[config.mk]
export PLATFORM = sky130hd
export DESIGN_NAME = conv_viterbi_dec
export DESIGN_NICKNAME = d
export VERILOG_FILES = /design/src/rtl/conv_viterbi_dec.sv
export SDC_FILE = /design/constraint.sdc
export NUM_CORES = 1
export LEC_CHECK = 0
export ABC_AREA = 1
export BUFFER_PORTS_ARGS = -buffer_cell sky130_fd_sc_hd__buf_2
export CORE_MARGIN = 2
export CORE_UTILIZATION = 30
export CTS_CLUSTER_DIAMETER = 100
export DETAILED_ROUTE_END_ITERATION = 8
export PLACE_DENSITY = 0.55
export SYNTH_ARGS = -nofsm -noshare
export SYNTH_HDL_FRONTEND = slang
export SYNTH_SLANG_ARGS = --single-unit
export TNS_END_PERCENT = 10
[constraint.sdc]
create_clock -name clk -period 7.9 [get_ports clk]
set_input_delay 1.185 -clock clk [delete_from_list [all_inputs] [get_ports clk]]
set_output_delay 1.185 -clock clk [all_outputs]
set_load 0.005 [all_outputs]
[src/rtl/conv_viterbi_dec.sv]
// Hard-decision Viterbi decoder for the rate-1/2, K=3 (7,5) code, register-exchange survivors.
// Define VITERBI_ERRCNT_EN to add the err_cnt output (accumulated best-path bit errors).
module conv_viterbi_dec #(
   parameter int unsigned TB_DEPTH = 15,
   parameter int unsigned MW       = 4
) (
   input  logic        clk,
   input  logic        reset,
   input  logic        load,
   input  logic        in_valid,
   input  logic        v1,
   input  logic        v2,
   output logic        data_out,
`ifdef VITERBI_ERRCNT_EN
   output logic        out_valid,
   output logic [15:0] err_cnt
`else
   output logic        out_valid
`endif
);

   localparam int unsigned FW = $clog2(TB_DEPTH + 1);

   logic [MW-1:0]       pm        [4];
   logic [MW-1:0]       pm_raw    [4];
   logic [MW-1:0]       pm_norm   [4];
   logic [MW-1:0]       c0        [4];
   logic [MW-1:0]       c1        [4];
   logic [TB_DEPTH-1:0] surv      [4];
   logic [TB_DEPTH-1:0] surv_next [4];
   logic [MW-1:0]       pm_min;
   logic [1:0]          best;
   logic [FW-1:0]       fill;
   logic [1:0]          rx;

   assign rx = {v1, v2};

   // Hamming distance between the received pair and the pair emitted leaving pred on input u.
   function automatic logic [1:0] branch_metric(input logic [1:0] pred, input logic u,
                                                input logic [1:0] r);
      logic e1, e2;
      e1 = u ^ pred[1] ^ pred[0];
      e2 = u ^ pred[0];
      return {1'b0, r[1] ^ e1} + {1'b0, r[0] ^ e2};
   endfunction

   function automatic logic [MW-1:0] sat_add(input logic [MW-1:0] a, input logic [1:0] b);
      logic [MW:0] s;
      s = (MW+1)'(a) + (MW+1)'(b);
      return s[MW] ? '1 : s[MW-1:0];
   endfunction

   always_comb begin
      for (int unsigned ns = 0; ns < 4; ns++) begin
         c0[ns] = sat_add(pm[{ns[0], 1'b0}], branch_metric({ns[0], 1'b0}, ns[1], rx));
         c1[ns] = sat_add(pm[{ns[0], 1'b1}], branch_metric({ns[0], 1'b1}, ns[1], rx));
         // Ties resolve to the predecessor whose oldest bit is 0.
         if (c1[ns] < c0[ns]) begin
            pm_raw[ns]    = c1[ns];
            surv_next[ns] = {surv[{ns[0], 1'b1}][TB_DEPTH-2:0], ns[1]};
         end else begin
            pm_raw[ns]    = c0[ns];
            surv_next[ns] = {surv[{ns[0], 1'b0}][TB_DEPTH-2:0], ns[1]};
         end
      end
   end

   always_comb begin
      pm_min = pm_raw[0];
      best   = 2'd0;
      for (int unsigned i = 1; i < 4; i++) begin
         if (pm_raw[i] < pm_min) begin
            pm_min = pm_raw[i];
            best   = 2'(i);
         end
      end
      for (int unsigned i = 0; i < 4; i++) begin
         pm_norm[i] = pm_raw[i] - pm_min;
      end
   end

   always_ff @(posedge clk) begin
      if (reset || load) begin
         pm[0] <= '0;
         pm[1] <= '1;
         pm[2] <= '1;
         pm[3] <= '1;
         for (int unsigned i = 0; i < 4; i++) begin
            surv[i] <= '0;
         end
         fill      <= '0;
         data_out  <= 1'b0;
         out_valid <= 1'b0;
      end else if (in_valid) begin
         for (int unsigned i = 0; i < 4; i++) begin
            pm[i]   <= pm_norm[i];
            surv[i] <= surv_next[i];
         end
         if (fill != FW'(TB_DEPTH)) begin
            fill <= fill + 1'b1;
         end
         // This symbol is number fill+1; a decision exists once that reaches TB_DEPTH.
         out_valid <= (fill >= FW'(TB_DEPTH - 1));
         data_out  <= surv_next[best][TB_DEPTH-1];
      end else begin
         out_valid <= 1'b0;
      end
   end

`ifdef VITERBI_ERRCNT_EN
   logic [16:0] err_sum;

   assign err_sum = 17'(err_cnt) + 17'(pm_min);

   always_ff @(posedge clk) begin
      if (reset) begin
         err_cnt <= '0;
      end else if (!load && in_valid) begin
         err_cnt <= err_sum[16] ? 16'hFFFF : err_sum[15:0];
      end
   end
`endif

endmodule

==> flow_summary_export.csv <==
group,metric,value,unit
finish,antennaDiodeCount,0,
critical_path,ff2ff_setup_slack,1.59,ns
clock_network,htree_num_levels,3,
floorplanning,core_region_area,17800,µm²
synth,syn-num-nets,732,
finish,regArea,2150,µm²
clock_network,cts_made_buffers,9,
critical_path,start_kind,"input pin",
critical_path,slowest_stage,"fa_1",
critical_path,cp_max_fo,7,
hold_path,hold_class,"flip-flop to flip-flop",
synth,syn-instance-count,661,
grt,grt_usage,12.7,%
floorplanning,die-height,138,µm
floorplanning,num_rows,49,
critical_path,ff2ff_path_depth,37,
clock_network,clkTransAtPathRegs,0.06,ns
finish,layout_common_cells,"120 x nor2_1, 95 x nand2_1, 90 x inv_1",
status,status,"finished, final reports clean",
timing,fin_worst_skew,0.00651,ns
floorplanning,die_w,138,µm
clock_network,clk_latency,0.34,ns
synth,synthArstFlopShare,0,%
critical_path,r2r-start,"pm[2][1]",
timing,setup_viol,0,
detailed_routing,vias,4134,
grt,grt_pass1_wl,19500,µm
timing,maxSlewViolCount,0,
place,gp_congestion,0.857,
timing,fmaxAchievable,137,MHz
finish,finalNetCount,747,
hold_path,min_to,"data_out",
critical_path,crit_family,"adder cells",
clock_network,cts.sink_count,74,
detailed_routing,drc,0,
critical_path,cp_num_buf_inv,8,
detailed_routing,drt_wl_total,11900,µm
place,portBuffers,7,
critical_path,crit_path_frequent_cell,"ha_1",
detailed_routing,routedWlPerCell,13.1,µm
floorplanning,boundaryPins,8,
synth,synth_cell_types,35,
finish,nFillCells,1865,
detailed_routing,antenna_left,0,
clock_network,cts-root-buf,"clkbuf_16",
timing,period_share,92.2,%
critical_path,cp.required,7.99,ns
synth,synth_top_area_cell,"edfxtp_1",
place,dpl.hpwl,8700,µm
timing,fin_crit,7.28,ns
timing,tightest_slew,1.11,ns
floorplanning,die_area,19100,µm²
synth,synth.top_cell.area_share,37.2,%
synth,synth-edff-count,67,
critical_path,crit_type,"input pin to flip-flop",
finish,multi_input_area,2860,µm²
clock_network,holdBufCountCts,0,
floorplanning,initial_core_util,30.3,%
detailed_routing,vias_per_cell,4.54,
critical_path,critPathMaxStageDelay,0.41,ns
synth,synth_area_leaders,"edfxtp_1 37%, ha_1 14%, nor2_1 8.4%",
grt,antenna_found_initial,0,
job,maxCapViolCount,0,
synth,ys.flop_type,"edfxtp_1",
clock_network,cts_tree,"done",
critical_path,r2r-end,"pm[2][1]",
critical_path,critPathCaptureType,"flip-flop",
clock_network,clockBufferDepth,2,
critical_path,arrival,7.37,ns
timing,final_hold_viol_count,0,
timing,grt_setup_unrepaired,"false",
detailed_routing,drtIter0Drc,197,
hold_path,hold_start,"data_out",
grt,overflow,0,
grt,grt_max_degree,58,
clock_network,cts_setup_buffers,0,
synth,seq_area_frac_synth,39.8,%
synth,avgSynthCellArea,8.19,µm²
finish,final_common_cell,"nor2_1",
timing,fin_setup_tns,0,ns
grt,grt_pass1_vias,3900,
finish,area_delta_synth_final,12.8,%
synth,syn_area,5410,µm²
timing,maxSlewHeadroom,26.1,%
synth,yosysWarningCount,0,
synth,synth_seq_cells,74,
hold_path,hold_depth,2,
detailed_routing,drt_pass1_iterations,4,
finish,layout-drive-gt1-share,11.2,%
[per-stage QoR]
step	std cells	util (%)	hold WS, ns	cell area, µm²	setup slack, ns
6_report	910	34.2	0.465	6100	0.618
2_1_floorplan	661	-	0.449	5410	0.703
5_1_grt	910	34.2	0.513	6100	0.0519
4_1_cts	910	34.2	0.469	6100	0.292
3_3_place_gp	894	32.3	0.458	5770	0.0648
3_5_place_dp	894	32.3	0.459	5770	-0.0779
[cells by family after synthesis]
kind of cell | count (synthesis) | share of synthesized area, %
and+or+nand+nor | 267 | 21.4
AOI/OAI and AO/OA | 130 | 12.9
buffers and inverters | 109 | 7.75
DFF | 74 | 39.8
adders and majority gates | 65 | 15.6
xor gates and xnor gates | 16 | 2.59
[state kept, by name, summed over array words and instances, names as in the netlist]
register   flops
surv          52
pm            16
fill           4
data_out       1
out_valid      1
[tightest hold or removal path: stages, from the launching register on]
cell and delay (ns):
dfxtp_1 0.31, nand3_1 0.07, nand2_1 0.05
[timing repair]
item,CTS,global route
hold endpoints to repair,0,0
resized for setup,0,3
endpoints found under the setup margin,0,11
[cell usage after synthesis, drive strengths merged, types with 4 or more instances]
master and n:
nand2 123, nor2 121, inv 93, o21ai 84, edfxtp 67, ha 61, a21oi 28, nand3 13
clkbuf 12, xor2 10, dfxtp 7, xnor2 6, a211oi 4, buf 4, fa 4, nor3 4
o211ai 4, or2 4
[worst max path at each step]
stage          cells after the start  from       end
3_3_place_gp                      37    v1  pm[3][1]
4_1_cts                           37    v1  pm[2][1]
2_1_floorplan                     41    v1  pm[3][3]
5_1_grt                           41    v1  pm[0][3]
3_5_place_dp                      37    v1  pm[2][1]
6_report                          37    v1  pm[2][1]
[metal layers]
layer | GRT usage [%] | routed length, µm
met1 | 17.1 | 5810
met2 | 20.7 | 5490
met3 | 2.42 | 445
met4 | 3.71 | 144
met5 | 0 | 0
[cell type report]
| type | count | share of cell area (%) |
|---|---|---|
| timing repair buffer | 20 | 2.17 |
| clock inverter | 7 | 1.66 |
| inverter | 93 | 5.72 |
| multi-input combinational | 478 | 46.8 |
| sequential | 74 | 35.3 |
| clock buffer | 9 | 3.69 |
| tap | 229 | 4.69 |
Power is not shown: default switching activity piles up to over one toggle a cycle in this logic, so the estimate is an artifact.
